### src/rtl/pie_cmd_serializer.sv
// Reader command serializer feeding pie_encoder: shifts a latched payload out MSB-first
// on each enc_rdy and appends an EPC Gen2 CRC-5 or CRC-16 trailer.
module pie_cmd_serializer #(
  parameter int MAX_LEN = 64,
  parameter int LEN_W   = 7
) (
  input  logic               clk,
  input  logic               rst,
  input  logic [MAX_LEN-1:0] cmd_data,
  input  logic [LEN_W-1:0]   cmd_len,
  input  logic [1:0]         cmd_crc,
  input  logic               cmd_preamble,
  input  logic               cmd_valid,
  output logic               cmd_ready,
  output logic               out_bit,
  input  logic               enc_rdy,
  output logic               out_preamble,
  output logic               busy,
  output logic               done,
  output logic               err
);

  localparam int CNT_W = (LEN_W > 5) ? LEN_W : 5;

  typedef enum logic [1:0] {
    S_IDLE,
    S_PAYLOAD,
    S_CRC
  } state_t;

  state_t             state_q, state_d;
  logic [MAX_LEN-1:0] sh_q, sh_d;
  logic [LEN_W-1:0]   len_q, len_d;
  logic [CNT_W-1:0]   cnt_q, cnt_d;
  logic [1:0]         crc_sel_q, crc_sel_d;
  logic [15:0]        crc_q, crc_d;
  logic               out_bit_q, out_bit_d;
  logic               pre_q, pre_d;
  logic               done_q, done_d;
  logic               err_q, err_d;

  logic        crc16, has_crc, fb, last_payload, last_crc, len_ok;
  logic [15:0] crc_upd, crc_tx;

  always_comb begin
    crc16   = (crc_sel_q == 2'b10);
    has_crc = (crc_sel_q == 2'b01) || (crc_sel_q == 2'b10);
    len_ok  = (cmd_len != '0) && (cmd_len <= LEN_W'(MAX_LEN));

    // CRC register update with the payload bit currently on out_bit
    if (crc16) begin
      fb      = crc_q[15] ^ sh_q[MAX_LEN-1];
      crc_upd = {crc_q[14:0], 1'b0} ^ (fb ? 16'h1021 : 16'h0000);
    end else begin
      fb      = crc_q[4] ^ sh_q[MAX_LEN-1];
      crc_upd = {11'b0, crc_q[3:0], 1'b0} ^ (fb ? 16'h0009 : 16'h0000);
    end
    // Transmit form, left-aligned so the CRC phase always shifts out bit 15
    crc_tx = crc16 ? ~crc_upd : {crc_upd[4:0], 11'b0};

    last_payload = (cnt_q == CNT_W'(len_q) - CNT_W'(1));
    last_crc     = (cnt_q == (crc16 ? CNT_W'(15) : CNT_W'(4)));
  end

  always_comb begin
    state_d   = state_q;
    sh_d      = sh_q;
    len_d     = len_q;
    cnt_d     = cnt_q;
    crc_sel_d = crc_sel_q;
    crc_d     = crc_q;
    out_bit_d = out_bit_q;
    pre_d     = pre_q;
    done_d    = 1'b0;
    err_d     = 1'b0;

    case (state_q)
      S_IDLE: begin
        out_bit_d = 1'b0;
        pre_d     = 1'b0;
        if (cmd_valid) begin
          if (len_ok) begin
            state_d   = S_PAYLOAD;
            sh_d      = cmd_data;
            len_d     = cmd_len;
            crc_sel_d = cmd_crc;
            pre_d     = cmd_preamble;
            out_bit_d = cmd_data[MAX_LEN-1];
            cnt_d     = '0;
            crc_d     = (cmd_crc == 2'b10) ? 16'hFFFF : 16'h0009;
          end else begin
            err_d = 1'b1;
          end
        end
      end

      S_PAYLOAD: begin
        if (enc_rdy) begin
          sh_d      = sh_q << 1;
          crc_d     = crc_upd;
          cnt_d     = cnt_q + CNT_W'(1);
          out_bit_d = sh_d[MAX_LEN-1];
          if (last_payload) begin
            cnt_d = '0;
            if (has_crc) begin
              state_d   = S_CRC;
              crc_d     = crc_tx;
              out_bit_d = crc_tx[15];
            end else begin
              state_d   = S_IDLE;
              done_d    = 1'b1;
              out_bit_d = 1'b0;
              pre_d     = 1'b0;
            end
          end
        end
      end

      S_CRC: begin
        if (enc_rdy) begin
          crc_d     = crc_q << 1;
          cnt_d     = cnt_q + CNT_W'(1);
          out_bit_d = crc_d[15];
          if (last_crc) begin
            state_d   = S_IDLE;
            done_d    = 1'b1;
            out_bit_d = 1'b0;
            pre_d     = 1'b0;
          end
        end
      end

      default: state_d = S_IDLE;
    endcase
  end

  always_ff @(posedge clk or negedge rst) begin
    if (!rst) begin
      state_q   <= S_IDLE;
      sh_q      <= '0;
      len_q     <= '0;
      cnt_q     <= '0;
      crc_sel_q <= '0;
      crc_q     <= '0;
      out_bit_q <= 1'b0;
      pre_q     <= 1'b0;
      done_q    <= 1'b0;
      err_q     <= 1'b0;
    end else begin
      state_q   <= state_d;
      sh_q      <= sh_d;
      len_q     <= len_d;
      cnt_q     <= cnt_d;
      crc_sel_q <= crc_sel_d;
      crc_q     <= crc_d;
      out_bit_q <= out_bit_d;
      pre_q     <= pre_d;
      done_q    <= done_d;
      err_q     <= err_d;
    end
  end

  assign cmd_ready    = (state_q == S_IDLE);
  assign busy         = (state_q != S_IDLE);
  assign out_bit      = out_bit_q;
  assign out_preamble = pre_q;
  assign done         = done_q;
  assign err          = err_q;

endmodule

### config.mk
export PLATFORM = sky130hd
export DESIGN_NAME = pie_cmd_serializer
export DESIGN_NICKNAME = d
export VERILOG_FILES = /design/src/rtl/pie_cmd_serializer.sv
export SDC_FILE = /design/constraint.sdc
export NUM_CORES = 1
export LEC_CHECK = 0
export BUFFER_PORTS_ARGS = -buffer_cell sky130_fd_sc_hd__buf_2
export CORE_ASPECT_RATIO = 1.25
export CORE_MARGIN = 5
export CORE_UTILIZATION = 46
export CTS_CLUSTER_DIAMETER = 60
export DETAILED_ROUTE_END_ITERATION = 6
export PLACE_DENSITY = 0.67
export SLEW_MARGIN = 10
export SYNTH_ARGS = -nofsm -noshare
export SYNTH_HDL_FRONTEND = slang
export SYNTH_SLANG_ARGS = --single-unit
export TNS_END_PERCENT = 100
### constraint.sdc
create_clock -name clk -period 3.9 [get_ports clk]
set_clock_uncertainty 0.15 [all_clocks]
set_input_delay 0 -clock clk [delete_from_list [all_inputs] [get_ports clk]]
set_output_delay 0 -clock clk [all_outputs]
set_load 0.01 [all_outputs]
==> results of run 1 <==
## area by class of cell
cell class              count  area (um^2)
flip-flops and latches    102         2550
well taps                 138          173
repair buffers            171         1290
clock inverters             5         60.1
multi-input cells         420         2700
clock buffers              11          233
fillers                   975         4510
inverters                  12         45.0
## logic make-up after synthesis
family                   Yosys count
adder cells (fa/ha/maj)            7
XOR/XNOR                          14
AO/OA/AOI/OAI                    176
buffers and inverters             49
multiplexers                      73
AND/OR/NAND/NOR                  150
flip-flops                       102
## worst paths after layout
check                                      from                        to  slack, ns
min reg2reg                sh_q[62]$_DFFE_PN0P_      sh_q[62]$_DFFE_PN0P_       0.33
min in group clk                     cmd_crc[0]  crc_sel_q[0]$_DFFE_PN0P_       0.29
max in group asynchronous                   rst      sh_q[53]$_DFFE_PN0P_       2.46
min                                         rst  crc_sel_q[0]$_DFFE_PN0P_       0.18
max reg2reg                len_q[0]$_DFFE_PN0P_  out_preamble$_DFFE_PN0P_       0.81
max                        len_q[0]$_DFFE_PN0P_  out_preamble$_DFFE_PN0P_       0.81
## power by group through the flow
stage | sequential [mW] | combinational [mW] | clock, mW
6_report | 1.88 | 2.82 | 0.902
5_1_grt | 1.93 | 3.17 | 0.960
3_3_place_gp | 1.86 | 2.63 | 0
4_1_cts | 1.87 | 2.81 | 0.921
2_1_floorplan | 1.78 | 2.11 | 0
3_5_place_dp | 1.88 | 2.73 | 0
## sequential cells by signal, summed over array words and instances, names as in the netlist
signal / count
state_q: 2
cnt_q: 7
out_bit: 1
len_q: 7
err: 1
sh_q: 64
done: 1
crc_q: 16
crc_sel_q: 2
out_preamble: 1
## cells in the mapped netlist, types with 2 or more instances
cell type	count
nand4_1	2
mux2i_1	67
a2111oi_0	3
o221a_2	2
or3_1	5
mux2_2	6
nor2_1	13
a21oi_1	20
nand4bb_1	2
and3_1	5
and2_1	5
o21ai_1	5
nor3_1	2
a211oi_1	4
nand3_1	5
xnor2_1	10
nand2b_1	6
o41ai_1	2
xor2_1	4
a31oi_1	12
dfrtp_1	102
o21a_1	2
clkbuf_1	35
inv_1	12
ha_1	7
nor4_1	2
o22ai_1	4
nand2_1	91
o21ai_0	104
or2_2	2
o211ai_1	6
## worst max-delay path, delay by kind of cell, from the launching register on
family                   cells  cell delay [ns]
buffers and inverters        2             0.66
AO/OA/AOI/OAI                3             0.95
AND/OR/NAND/NOR              2             0.65
flip-flops                   1             0.40
adder cells (fa/ha/maj)      1             0.21
## metrics by stage
stage / worst slack, ns / power, mW / util, % / instance area (um^2) / std cells
after global placement: 1.02 / 4.50 / 51.5 / 5960 / 763
after detailed placement: 0.882 / 4.61 / 51.5 / 5960 / 763
final: 0.813 / 5.60 / 61.0 / 7050 / 859
after global routing: 0.620 / 6.06 / 61.0 / 7050 / 859
after CTS: 0.821 / 5.60 / 61.0 / 7050 / 859
after floorplan: 1.12 / 3.89 / - / 5410 / 571
## what timing repair did
action | 4_1_cts | 5_1_grt
endpoints found under the setup margin | 0 | 0
hold buffers | 80 | 0
hold endpoints to repair | 149 | 0
## layer usage
layer	up-vias	track usage, %	share of wire (%)
met5	-	0	0
met4	0	8.53	2.8
met3	29	2.99	3.8
met2	121	36.2	52
met1	2302	24.7	41
li1	2327	-	-
==> impl_results.md, run 1 <==
* Status: finished clean
* Post-CTS sizing at 0
* Endpoints failing hold at 0
* Largest family of logic cells by synthesized area: compound AO/OA/AOI/OAI gates
* Routability cong. at 0.924
* Int Pwr at 3.23 mW
* Drt pass-1 iters at 5
* Highest Clock Rate at 324 MHz
* Seq/Total Area, Yosys at 47.2%
* Worst-path cell chain: inv_1 > ha_1 > nand2b_1 > or4b_4 > a211oi_2 > a31oi_1 > o41ai_1 > dlygate4sd3_1
* Slowest stage delay, CP at 0.58 ns
* RSZ-0062 raised after global routing: false
* Worst Path Required at 4.04 ns
* Antenna cells at 0
* #FFs+latches synth at 102
* Nets at 801
* Mapped Area at 5410 um^2
* Die Span Y at 131 um
* Depth of the worst register-to-register path at 8
* Net Sw Power at 2.37 mW
* Post-Syn Nets at 656
* Initial core utilization at 46.8%
* Die Span X at 107 um
* Core Region at 11600 um^2
* Pwr Density at 794 nW/um^2
* Clk_lat worst skew at 0.35 ns
* Clock network power share at 16.1%
* Post-synthesis xor/xnor area fraction at 2.27%
* CTS Buf Count at 9
* Top Ports at 84
* PortBufs at 83
* Setup TNS at 0 ns
* Post-synth cell types at 55
* Cells after Synth at 571
* Max-cap violations at 0
* Fin crit period at 3.09 ns
* Final ANT Viol Nets at 0
* CTS tree: built
* Slowest cell on the critical path: dlygate4sd3_1
* Vias per Instance at 5.56
* Combinational Power Share at 50.3%
* FP Rows at 44
* Final setup violation count at 0
* Post-Synth Simple-Gate Area at 13.1%
* Clock Sinks at 102
* Leakage at 3.17 nW
* DR vias at 4779
* Gr usage total at 20.5%
* Post-synth EDFFs at 0
* Share of power burned in registers at 33.6%
* First-pass GRT wire length at 23600 um
* WS Path Type: reg -> reg
* Routed len/inst at 16.3 um
* HPWL after detailed placement at 9010 um
* Commonest non-fill, non-tap cell in the layout: o21ai_0
* Initial DRC Count at 208
* Slew headroom at 37.2%
* DRC at 0
* GRT overflow at 0
* YS warnings at 0
* Worst slew pin tran at 0.942 ns
* Mean Syn Cell Area at 9.48 um^2
* Crit share post-route at 79.2%
* Vias in the first global route at 4940
* Layout cells sized above 1 at 17.2%
* Maximum fanout along the worst path at 6
* Worst EP arrival at 3.22 ns
* Synth Area in Compound Gates at 18.7%
* P&R area growth vs syn at 30.3%
* Peak supply drop at 0.403 mV
* Most frequent cells in the layout: 104 x o21ai_0, 102 x dfrtp_1, 91 x nand2_1
* Top FF cell, synth: dfrtp_1
* Yosys top cell area share at 47.2%
* Synth top area cells: dfrtp_1 47%, mux2i_1 12%, o21ai_0 9.6%
* Mux contribution to synthesized area at 13.6%
* Post-synth ARST share at 100%
* CP Launch Type: flip-flop
* Max clock buf depth at 2
* CP endpoint kind: flip-flop
* Adder-Cell Fraction of Synth Area at 1.62%
* Leading area contributor after synthesis: dfrtp_1
* Hold WC Path Type: in -> async
* Switching Share at 42.3%
* Final hold slack at 0.177 ns
* Initial antenna violation count at 0
* Setup Fix Bufs, Post-CTS at 0
* Worst-path clk slew at 0.07 ns
* Largest net degree at the start of global routing at 73
* CTS Root Cell: clkbuf_16
* Routed WL at 14000 um
* DIE AREA at 14000 um^2
* Final Max Tran Viols at 0
* Htree depth at 3
(Power assumes the default switching activity.)
==> inputs of run 2 (changes only) <==
clock period = 3.1 ns   (was 3.9 ns; I/O delays follow)
==> impl_results.md, run 2 (same netlist as run 1, synthesis figures left out) <==
* Crit path buf inv count at 1
* Largest net degree at the start of global routing at 67
* Peak supply drop at 0.527 mV
* Commonest non-fill, non-tap cell in the layout: o21ai_0
* Final hold slack at 0.119 ns
* Largest register FFs at 64
* DR vias at 4794
* HPWL after detailed placement at 8830 um
* Die Span Y at 131 um
* P&R area growth vs syn at 32.5%
* CTS Buf Count at 9
* Fin crit period at 2.99 ns
* DIE AREA at 14000 um^2
* Reg2reg start: len_q[0]$_DFFE_PN0P_
* Routed len/inst at 15.7 um
* First-pass GRT wire length at 22700 um
* Slowest stage delay, CP at 0.56 ns
* Gr usage total at 19.5%
* Initial antenna violation count at 0
* Final Max Tran Viols at 0
* Nets at 806
* Die Span X at 107 um
* Depth of the worst register-to-register path at 8
* PortBufs at 83
* Leakage at 3.22 nW
* Maximum fanout along the worst path at 8
* Max clock buf depth at 2
* Drt pass-1 iters at 5
* Top Ports at 84
* Layout cells sized above 1 at 18.3%
* Worst EP arrival at 3.05 ns
* Endpoints failing hold at 0
* Initial DRC Count at 229
* Worst-path clk slew at 0.07 ns
* Htree depth at 3
* Vias in the first global route at 4827
* Core Region at 11600 um^2
* CTS tree: built
* CP top delay family: compound AO/OA/AOI/OAI gates
* Routability cong. at 0.858
* Highest Clock Rate at 334 MHz
* Final setup violation count at 0
* Setup ws final at 0.107 ns
* Initial core utilization at 46.8%
* Most frequent cells in the layout: 104 x o21ai_0, 102 x dfrtp_1, 91 x nand2_1
* Clock Sinks at 102
* Post-route cell area at 7170 um^2
* Vias per Instance at 5.55
* Reg2reg end: crc_q[2]$_DFFE_PN0P_
* DRC at 0
* FILL cells at 951
* Hold WC Path Type: in -> async
* FP Rows at 44
* Clk_lat worst skew at 0.34 ns
* Worst-path cell chain: inv_1 > ha_1 > nand2b_1 > or4b_4 > a2111o_1 > or2_4 > a2111oi_1 > a211oi_1
* WS Path Type: reg -> reg
* Place WS at 0.0806 ns
* Worst slew pin tran at 0.798 ns
* Worst Path Required at 3.16 ns
* Max-cap violations at 0
* Antenna cells at 0
* CTS Root Cell: clkbuf_16
* Top reg by flops: sh_q
* Biggest regs: sh_q x64, crc_q x16
* CP Launch Type: flip-flop
* Final ANT Viol Nets at 0
* Flop-to-flop setup slack at 0.11 ns
* Routed WL at 13600 um
* GRT overflow at 0
* Final core occ at 62.0%
* Status: finished clean
* Crit share post-route at 96.5%
* Pwr Density at 1010 nW/um^2
* CP endpoint kind: flip-flop
* Slowest cell on the critical path: or4b_4
* Area post-placement at 6040 um^2
* Setup TNS at 0 ns
* Slew headroom at 46.8%
==> run 2: report_power, final <==
part | internal, mW | leakage (nW) | switching, mW
Combinational | 1.59 | 1.79 | 2.09
Clock | 0.640 | 0.146 | 0.528
Sequential | 1.95 | 1.28 | 0.416
==> run 2: through the flow <==
stage / power (mW) / std cells
detailed placement: 5.90 / 767
finish: 7.21 / 864
global route: 7.80 / 864
floorplan: 4.89 / 571
global placement: 5.73 / 767
CTS: 7.17 / 863
==> run 2: how the worst max path moves through the flow <==
stage               slack [ns]                startpoint  depth (start not counted)                  endpoint
floorplan                 0.32      len_q[0]$_DFFE_PN0P_                          9      crc_q[1]$_DFFE_PN0P_
global placement          0.22      len_q[0]$_DFFE_PN0P_                          8      crc_q[1]$_DFFE_PN0P_
detailed placement        0.08      len_q[0]$_DFFE_PN0P_                          8      crc_q[1]$_DFFE_PN0P_
CTS                       0.06  crc_sel_q[1]$_DFFE_PN0P_                          7  out_preamble$_DFFE_PN0P_
global route             -0.01      len_q[0]$_DFFE_PN0P_                          8      crc_q[4]$_DFFE_PN0P_
finish                    0.11      len_q[0]$_DFFE_PN0P_                          8      crc_q[2]$_DFFE_PN0P_
==> run 2: timing repair <==
| item | in CTS | in global routing |
|---|---|---|
| hold endpoints to repair | 135 | 0 |
| hold buffers | 80 | 0 |
| setup endpoints to repair | 0 | 4 |
| setup buffers | 0 | 1 |
| resized for setup | 0 | 6 |
==> run 2: area by class of cell <==
cell class | instances | area (um^2) | share of cell area (%)
Timing Repair Buffer | 176 | 1380 | 19.2
Clock buffer | 10 | 229 | 3.19
Multi-Input combinational cell | 420 | 2720 | 37.9
Tap cell | 138 | 173 | 2.41
Clock inverter | 6 | 75.1 | 1.05
Sequential cell | 102 | 2550 | 35.6
Inverter | 12 | 45.0 | 0.628
==> run 2: layer usage <==
layer | share of wire, % | GRT usage, % | vias up | wire, um
met4 | 2.6 | 7.68 | 0 | 353
li1 | - | - | 2342 | -
met5 | 0 | 0 | - | 0
met3 | 4.6 | 3.97 | 40 | 630
met1 | 43 | 24.5 | 2259 | 5780
met2 | 50 | 32.7 | 153 | 6800
==> inputs of run 3 (changes only) <==
REMOVE_ABC_BUFFERS = 1   (was not set)
==> impl_results.md, run 3 (same netlist as run 1, synthesis figures left out) <==
* HPWL after detailed placement at 8790 um
* GRT overflow at 0
* Final core occ at 61.8%
* Die Span Y at 131 um
* CTS tree: built
* Clock Sinks at 102
* Routability cong. at 0.819
* Initial antenna violation count at 1
* Nets at 803
* CTS Root Cell: clkbuf_16
* Worst EP arrival at 3.07 ns
* Final Max Tran Viols at 0
* Leakage at 3.20 nW
* Setup ws final at 0.0862 ns
* Placed Instances at 765
* Clk_lat worst skew at 0.35 ns
* P&R area growth vs syn at 31.9%
* Routed len/inst at 15.6 um
* Largest net degree at the start of global routing at 129
* Vias per Instance at 5.59
* Total Power at 7.17 mW
* Hold WC Path Type: in -> async
* Initial core utilization at 46.8%
* Top reg by flops: sh_q
* Pwr Density at 1000 nW/um^2
* Fin crit period at 3.01 ns
* DR vias at 4810
* PortBufs at 83
* Place WS at 0.0512 ns
* Commonest non-fill, non-tap cell in the layout: o21ai_0
* Final ANT Viol Nets at 0
* CTS Buf Count at 9
* Peak supply drop at 0.705 mV
* First-pass GRT wire length at 22900 um
* Layout cells sized above 1 at 17.9%
* Crit share post-route at 97.2%
* CP Launch Type: flip-flop
* Setup TNS at 0 ns
* Top Ports at 84
* FILL cells at 927
* Maximum fanout along the worst path at 8
* WS Path Type: reg -> reg
* Most frequent cells in the layout: 104 x o21ai_0, 102 x dfrtp_1, 91 x nand2_1
* Core Region at 11600 um^2
* Highest Clock Rate at 332 MHz
* Largest register FFs at 64
* FP Rows at 44
* Status: finished clean
* Die Span X at 107 um
* Vias in the first global route at 4723
* Worst-path clk slew at 0.07 ns
* Drt pass-1 iters at 7
* Max clock buf depth at 2
* Initial DRC Count at 327
* DRC at 0
* Htree depth at 3
* Post-Layout Cell Count at 861
* Gr usage total at 19.7%
* Endpoints failing hold at 0
* Biggest regs: sh_q x64, crc_q x16
* Depth of the worst register-to-register path at 8
* Max-cap violations at 0
* Routed WL at 13400 um
* Worst Path Required at 3.16 ns
* Setup Fix Bufs, Post-CTS at 0
* Final setup violation count at 0
* Slew headroom at 48.7%
* DIE AREA at 14000 um^2
* Worst slew pin tran at 0.761 ns
* CP endpoint kind: flip-flop
run 3: changes by cell type in the layout (fill, tap and decap cells not counted):
cell | before | now
bufinv_16 | 1 | 3
inv_8 | 1 | 0
buf_12 | 5 | 2
diode_2 | 0 | 1
clkinv_4 | 1 | 0
ha_2 | 1 | 0
ha_1 | 5 | 6
a2111oi_2 | 0 | 1
inv_6 | 2 | 1
a211oi_4 | 1 | 0
a211oi_2 | 0 | 1
a2111oi_0 | 1 | 0
run 3: area by class of cell:
type / count / area [um^2] / area share (%)
inverters: 12 / 45.0 / 0.631
multi-input cells: 420 / 2710 / 38.0
well taps: 138 / 173 / 2.42
repair buffers: 173 / 1320 / 18.5
clock inverters: 5 / 106 / 1.49
diodes: 1 / 2.50 / 0.0351
flip-flops and latches: 102 / 2550 / 35.8
clock buffers: 10 / 229 / 3.21
run 3: path summary, 6_finish.rpt:
path	start	endpoint	slack, ns
min in group clk	cmd_crc[0]	crc_sel_q[0]$_DFFE_PN0P_	0.26
hold / removal	rst	crc_q[10]$_DFFE_PN0P_	0.08
hold reg to reg	sh_q[54]$_DFFE_PN0P_	sh_q[54]$_DFFE_PN0P_	0.33
setup / recovery	len_q[0]$_DFFE_PN0P_	crc_q[2]$_DFFE_PN0P_	0.09
setup reg to reg	len_q[0]$_DFFE_PN0P_	crc_q[2]$_DFFE_PN0P_	0.09
max in group asynchronous	rst	sh_q[56]$_DFFE_PN0P_	1.66
run 3: metrics by stage:
| stage | instance area [um^2] | hold WS (ns) |
|---|---|---|
| 3_3_place_gp | 5990 | -0.262 |
| 4_1_cts | 7120 | 0.139 |
| 6_report | 7140 | 0.0845 |
| 5_1_grt | 7140 | 0.159 |
| 3_5_place_dp | 5990 | -0.263 |
| 2_1_floorplan | 5270 | -0.446 |
run 3: routing by layer:
metal  wire length, um  part of all wire (%)  vias up  global-route usage (%)
met5                 0                     0        -                       0
met4               274                   2.0        0                    6.68
met3               827                   6.2       27                    4.86
met2              6580                    49      177                    32.1
met1              5750                    43     2272                    25.6
li1                  -                     -     2334                       -
run 3: power breakdown:
group,internal [mW],switching [mW],total (mW),leakage [nW]
Sequential,1.95,0.397,2.34,1.28
Clock,0.788,0.502,1.29,0.159
Combinational,1.48,2.05,3.53,1.76
run 3: what timing repair did:
| action | 4_1_cts | 5_1_grt |
|---|---|---|
| hold buffers | 80 | 0 |
| gates resized for setup | 0 | 6 |
| endpoints found under the setup margin | 0 | 3 |
| endpoints found under the hold margin | 179 | 0 |
run 3: critical path, stage by stage, from the launching register on:
cell and delay, ns:
dfrtp_1 0.41, inv_1 0.09, ha_1 0.21, nand2b_1 0.11, or4b_4 0.54, a2111o_1 0.50
or2_4 0.31, a2111oi_1 0.44, a211oi_1 0.12
